`src/rtl/tdpr_fifo_ctrl_pkg.sv`:
```
// rtl/tdpr_fifo_ctrl_pkg.sv - shared types and helpers for the True_DPR FIFO controller
package tdpr_fifo_ctrl_pkg;

    // Output stage: nothing, word arriving from RAM this cycle, word parked in hold register
    typedef enum logic [1:0] {
        EMPTY = 2'd0,
        FRESH = 2'd1,
        HELD  = 2'd2
    } out_state_t;

    // Pointer increment with wrap at the RAM depth
    function automatic int unsigned ptr_next(input int unsigned ptr, input int unsigned depth);
        return (ptr + 32'd1 >= depth) ? 32'd0 : ptr + 32'd1;
    endfunction

endpackage

```
`src/rtl/tdpr_fifo_ctrl_if.sv`:
```
// rtl/tdpr_fifo_ctrl_if.sv - push/pop valid-ready streams of the FIFO controller
interface tdpr_fifo_ctrl_if #(
    parameter int DATA_SIZE = 8
);
    logic                 wr_valid;
    logic                 wr_ready;
    logic [DATA_SIZE-1:0] wr_data;
    logic                 rd_valid;
    logic                 rd_ready;
    logic [DATA_SIZE-1:0] rd_data;

    // master: producer and consumer attached to the FIFO
    modport master (
        output wr_valid, wr_data, rd_ready,
        input  wr_ready, rd_valid, rd_data
    );

    // slave: the FIFO controller itself
    modport slave (
        input  wr_valid, wr_data, rd_ready,
        output wr_ready, rd_valid, rd_data
    );
endinterface

```
`src/rtl/tdpr_fifo_ctrl.sv`:
```
// rtl/tdpr_fifo_ctrl.sv - FWFT FIFO controller driving both ports of a True_DPR RAM
module tdpr_fifo_ctrl
    import tdpr_fifo_ctrl_pkg::*;
#(
    parameter int          ADDR_SIZE = 8,
    parameter int          DATA_SIZE = 8,
    parameter int unsigned RAM_SIZE  = 1 << ADDR_SIZE
) (
    input  logic                 clk,
    input  logic                 rst,
    tdpr_fifo_ctrl_if.slave      strm,
    output logic [ADDR_SIZE:0]   count,
    output logic                 ram_en_a,
    output logic                 ram_we_a,
    output logic [ADDR_SIZE-1:0] ram_addr_a,
    output logic [DATA_SIZE-1:0] ram_din_a,
    output logic                 ram_en_b,
    output logic                 ram_we_b,
    output logic [ADDR_SIZE-1:0] ram_addr_b,
    input  logic [DATA_SIZE-1:0] ram_dout_b
);

    localparam logic [ADDR_SIZE:0] OCC_ONE = {{ADDR_SIZE{1'b0}}, 1'b1};

    out_state_t           state;
    logic [ADDR_SIZE-1:0] wr_ptr;
    logic [ADDR_SIZE-1:0] rd_ptr;
    logic [ADDR_SIZE:0]   ram_occ;
    logic [DATA_SIZE-1:0] hold_q;

    logic rd_valid_w;
    logic wr_ready_w;
    logic accept;
    logic pop;
    logic fetch;

    assign rd_valid_w = (state != EMPTY);
    assign count      = ram_occ + {{ADDR_SIZE{1'b0}}, rd_valid_w};
    assign wr_ready_w = !rst && (count != (ADDR_SIZE+1)'(RAM_SIZE));
    assign accept     = strm.wr_valid && wr_ready_w;
    assign pop        = rd_valid_w && strm.rd_ready;
    // Refill the output stage whenever it is empty or being drained this cycle
    assign fetch      = !rst && (ram_occ != '0) && ((state == EMPTY) || pop);

    assign strm.wr_ready = wr_ready_w;
    assign strm.rd_valid = rd_valid_w;
    assign strm.rd_data  = (state == HELD) ? hold_q : ram_dout_b;

    assign ram_en_a   = accept;
    assign ram_we_a   = accept;
    assign ram_addr_a = wr_ptr;
    assign ram_din_a  = strm.wr_data;
    assign ram_en_b   = fetch;
    assign ram_we_b   = 1'b0;
    assign ram_addr_b = rd_ptr;

    // Pointers and count of words still resident in RAM
    always_ff @(posedge clk) begin
        if (rst) begin
            wr_ptr  <= '0;
            rd_ptr  <= '0;
            ram_occ <= '0;
        end else begin
            if (accept)
                wr_ptr <= ADDR_SIZE'(ptr_next(32'(wr_ptr), RAM_SIZE));
            if (fetch)
                rd_ptr <= ADDR_SIZE'(ptr_next(32'(rd_ptr), RAM_SIZE));
            case ({accept, fetch})
                2'b10:   ram_occ <= ram_occ + OCC_ONE;
                2'b01:   ram_occ <= ram_occ - OCC_ONE;
                default: ram_occ <= ram_occ;
            endcase
        end
    end

    // Output stage: FRESH shows RAM dout directly, HELD keeps it once the consumer stalls
    always_ff @(posedge clk) begin
        if (rst) begin
            state  <= EMPTY;
            hold_q <= '0;
        end else begin
            case (state)
                EMPTY: begin
                    if (fetch)
                        state <= FRESH;
                end
                FRESH: begin
                    if (pop) begin
                        state <= fetch ? FRESH : EMPTY;
                    end else begin
                        state  <= HELD;
                        hold_q <= ram_dout_b;
                    end
                end
                HELD: begin
                    if (pop)
                        state <= fetch ? FRESH : EMPTY;
                end
                default: state <= EMPTY;
            endcase
        end
    end

endmodule

```
`src/flat_wrapper.sv`:
```
// flat-port wrapper written by rule: the top's interface ports become plain ports
module tdpr_fifo_ctrl_flat import tdpr_fifo_ctrl_pkg::*;
#(
    parameter int          ADDR_SIZE = 8,
    parameter int          DATA_SIZE = 8,
    parameter int unsigned RAM_SIZE  = 1 << ADDR_SIZE
)
  (clk, rst, count, ram_en_a, ram_we_a, ram_addr_a, ram_din_a, ram_en_b, ram_we_b, ram_addr_b, ram_dout_b, strm_wr_valid, strm_wr_data, strm_rd_ready, strm_wr_ready, strm_rd_valid, strm_rd_data);
  tdpr_fifo_ctrl_if #(.DATA_SIZE(DATA_SIZE)) strm_i ();
  input  logic clk;
  input  logic rst;
  output logic [ADDR_SIZE:0] count;
  output logic ram_en_a;
  output logic ram_we_a;
  output logic [ADDR_SIZE-1:0] ram_addr_a;
  output logic [DATA_SIZE-1:0] ram_din_a;
  output logic ram_en_b;
  output logic ram_we_b;
  output logic [ADDR_SIZE-1:0] ram_addr_b;
  input  logic [DATA_SIZE-1:0] ram_dout_b;
  input wire logic [$bits(strm_i.wr_valid)-1:0] strm_wr_valid;
  input wire logic [$bits(strm_i.wr_data)-1:0] strm_wr_data;
  input wire logic [$bits(strm_i.rd_ready)-1:0] strm_rd_ready;
  output wire logic [$bits(strm_i.wr_ready)-1:0] strm_wr_ready;
  output wire logic [$bits(strm_i.rd_valid)-1:0] strm_rd_valid;
  output wire logic [$bits(strm_i.rd_data)-1:0] strm_rd_data;
  assign strm_i.wr_valid = strm_wr_valid;
  assign strm_i.wr_data = strm_wr_data;
  assign strm_i.rd_ready = strm_rd_ready;
  assign strm_wr_ready = strm_i.wr_ready;
  assign strm_rd_valid = strm_i.rd_valid;
  assign strm_rd_data = strm_i.rd_data;
  tdpr_fifo_ctrl #(.ADDR_SIZE(ADDR_SIZE), .DATA_SIZE(DATA_SIZE), .RAM_SIZE(RAM_SIZE)) u_core (.clk(clk), .rst(rst), .strm(strm_i), .count(count), .ram_en_a(ram_en_a), .ram_we_a(ram_we_a), .ram_addr_a(ram_addr_a), .ram_din_a(ram_din_a), .ram_en_b(ram_en_b), .ram_we_b(ram_we_b), .ram_addr_b(ram_addr_b), .ram_dout_b(ram_dout_b));
endmodule
```
`config.mk`:
```
export PLATFORM = sky130hd
export DESIGN_NAME = tdpr_fifo_ctrl_flat
export DESIGN_NICKNAME = d
export VERILOG_FILES = /design/src/rtl/tdpr_fifo_ctrl_pkg.sv /design/src/rtl/tdpr_fifo_ctrl_if.sv /design/src/rtl/tdpr_fifo_ctrl.sv /design/src/flat_wrapper.sv
export SDC_FILE = /design/constraint.sdc
export NUM_CORES = 1
export LEC_CHECK = 0
export BUFFER_PORTS_ARGS = -buffer_cell sky130_fd_sc_hd__buf_4
export CAP_MARGIN = 30
export CORE_UTILIZATION = 35
export DETAILED_ROUTE_END_ITERATION = 12
export PLACE_DENSITY = 0.67
export SYNTH_ARGS = -nofsm -noshare
export SYNTH_HDL_FRONTEND = slang
export SYNTH_SLANG_ARGS = --single-unit
```
`constraint.sdc`:
```
create_clock -name clk -period 7.3 [get_ports clk]
set_clock_uncertainty 0.15 [all_clocks]
set_input_delay 0.365 -clock clk [delete_from_list [all_inputs] [get_ports clk]]
set_output_delay 0.365 -clock clk [all_outputs]
set_load 0.03 [all_outputs]
```
==> impl_results.md <==
* Status: finished, final reports clean
* DRT Wirelength at 4840 um
* Initial Utilization at 0.362
* Pins Over Slew Limit at 0
* Worst Tran Pin Value at 0.877 ns
* Core area at 6310 sq um
* Final setup TNS at 0 ns
* Synth top area share at 0.307
* Crit start category: flip-flop
* # DRC at 0
* DP HPWL at 3470 um
* Comb pwr share at 0.563
* Vias per cell at 5.26
* Clk_lat worst skew at 0.29 ns
* GRT Max-Usage Layer: met2
* Vias in the first global route at 1750
* Synth Area per Inst at 8.72 sq um
* Post-synthesis mux area share at 0.0964
* DR vias at 1957
* Number of synthesis warnings at 0
* Minimum clock period at 4.57 ns
* Syn Nets at 295
* Slowest CP cell: a2111oi_4
* Max-Cap Viols at 0
* Flops & latches, synth at 35
* Synth area leader: dfxtp_1
* Peak VDD IR at 178 uV
* FFs w/ async S/R, synth at 0
* Synth Area in Compound Gates at 0.161
* Setup repair bufs after CTS at 0
* Main combinational cell family by area after synthesis: simple AND/OR/NAND/NOR gates
* Critical Path RT at 7.37 ns
* Area delta synth->final at 17.5%
* Sw Ratio at 0.459
* Final Cycle Share at 0.626
* Die footprint at 6850 sq um
* Crit path max fanout at 11
* CP peak stage delay at 0.52 ns
* Worst hold path type: primary input to flip-flop
* Antenna viol nets, final at 0
* Met3 Resource Use GR at 0.0470
* Cell family with most CP delay: compound AO/OA/AOI/OAI gates
* First-pass GRT wire length at 7780 um
* EDFF count, synth at 0
* Design Area, Final at 2680 sq um
* GRT Overall Usage at 0.148
* CTS tree: done
* Most used cell, CP: ha_1
* Sequential share of the synthesized area at 0.307
* Clock buffer depth at 2
* Pwr/cell area at 371 nW/um^2
* Xor and xnor area share after synthesis at 0.0805
* Row cnt at 29
* Fmax at 0.219 GHz
* Clock Power Share at 0.143
* Hold_buf cts at 0
* Root Buffer: clkbuf_8
* Relative slew slack at 0.413
* Cells along the critical path: nor2_1, inv_1, ha_1, ha_1, a21boi_0, o2111ai_1, a2111oi_4, a21boi_2, nand2b_1, ha_1, inv_1, fa_1, nor2b_1, o2111ai_1, a31oi_1, xnor2_1, or3_1, a21oi_1
* Top_reg_cell synth: dfxtp_1
* Synth area leaders: dfxtp_1, ha_1, mux2i_1
* Initial DRC count at 61
* # diodes at 0
* Net Switching at 0.000458 W
* RSZ-0062 raised after global routing: false
* Final Hold Fails at 0
* Syn Inst Count at 262
* Worst path bufs/invs at 2
* Initial antenna violation count at 0
* Post-synthesis simple-gate area fraction at 0.195
* H-tree levels at 2
* Port Buffers at 49
* TritonCTS Buffers at 5
* CP arrival at 4.64 ns
* Met1 Use GR at 0.189
* Yosys cell types at 54
* Clk slew on worst S/H paths at 0.07 ns
* P_leak at 1.14 nW
* Die height at 82.8 um
* Netlist Area Pre-Place at 2280 sq um
* Worst Setup End Kind: flip-flop
* Placer congestion estimate at 0.844
* Post_cts resized at 0
* Pint at 0.000539 W
* Sequential power share at 0.293
* Placement-stage cell area at 2590 sq um
* Io pins at 67
* Largest net degree at the start of global routing at 39
* M2 GR Usage at 0.238
* Share of cells above drive strength 1 at 0.220
* Crit path kind: flip-flop to flip-flop
* # nets final at 328
* Final core occ at 0.425
* Avg WL per Cell at 13.0 um
* Die width at 82.8 um
* TritonCTS sink count at 35
* Remaining Overflow, GRT at 0
* # setup viols final at 0
* DR pass1 iterations at 4
* Total power at 0.000996 W
* Synth Area in Adders at 0.0745
-- final cells by class --
cell class | count | area [sq um]
fillers | 655 | 3630
multi-input cells | 194 | 1390
flip-flops and latches | 35 | 701
repair buffers | 50 | 375
well taps | 77 | 96.3
clock buffers | 6 | 82.6
inverters | 9 | 33.8
clock inverters | 1 | 5.00
-- through the flow --
stage / hold WS [ns] / std cells / worst slack, ns
6_report: 0.100 / 372 / 2.73
5_1_grt: 0.0932 / 372 / 2.32
4_1_cts: 0.0874 / 372 / 2.74
3_5_place_dp: 0.314 / 365 / 2.77
3_3_place_gp: 0.307 / 364 / 2.95
2_1_floorplan: 0.288 / 262 / 3.02
-- Yosys cell counts (all sizes together) (2+ instances only) --
cell type  number
or2             3
nand4           7
a31oi           4
dfxtp          35
a21boi          3
nor2b           2
mux2            8
nand2           9
and4            2
o21ai           3
inv             9
ha             12
nor2           31
o21bai          2
buf            21
nor4            2
nand2b          5
a21oi          18
o21a            3
nand3           9
xor2           10
o2111ai         2
and3            3
nor3            6
a311oi          2
a211o           3
clkbuf          3
xnor2          11
a21o            2
or3             3
mux2i          13
nand3b          3
o22ai           2
-- logic make-up (layout without fill, tap and decap cells) --
group | count (synthesis) | after routing
compound gates | 51 | 51
xor+xnor | 21 | 21
fa+ha+maj | 13 | 13
buf+inv | 33 | 66
flops | 35 | 35
mux | 21 | 21
other cells | 1 | 1
simple gates | 87 | 87
-- registers in the layout (all words and copies together), names as in the netlist --
name,count
u_core.ram_addr_a,8
u_core.ram_occ,9
u_core.state,2
u_core.hold_q,8
u_core.ram_addr_b,8
-- path summary, 6_finish.rpt --
kind / startpoint / endpoint / slack, ns / cells past startpoint
max reg2reg: u_core.state[0] / u_core.ram_occ[8] / 2.73 / 18
max: u_core.state[0] / u_core.ram_occ[8] / 2.73 / 18
min reg2reg: u_core.state[1] / u_core.state[0] / 0.32 / 1
min: strm_rd_ready / u_core.state[1] / 0.10 / 2
-- layer usage --
layer / part of all wire / vias to the layer above
met5: 0 / -
met2: 0.45 / 57
met3: 0.061 / 7
met4: 0.0074 / 0
li1: - / 985
met1: 0.48 / 908
-- power groups by stage --
stage / Clock (W) / Combinational (W) / Sequential (W)
finish: 0.000143 / 0.000561 / 0.000292
global route: 0.000156 / 0.000626 / 0.000301
floorplan: 0 / 0.000469 / 0.000266
CTS: 0.000149 / 0.000567 / 0.000291
detailed placement: 0 / 0.000564 / 0.000296
global placement: 0 / 0.000550 / 0.000294
-- cell usage in the layout (no fill, tap or decap), types with 7 or more instances in the layout --
master	count
xnor2_1	11
nand3_1	9
nand2_1	9
nand4_1	7
nor2_1	31
inv_1	8
buf_4	50
mux2i_1	13
mux2_1	8
ha_1	12
a21oi_1	17
xor2_1	10
dfxtp_1	35
(Power assumes the default switching activity.)
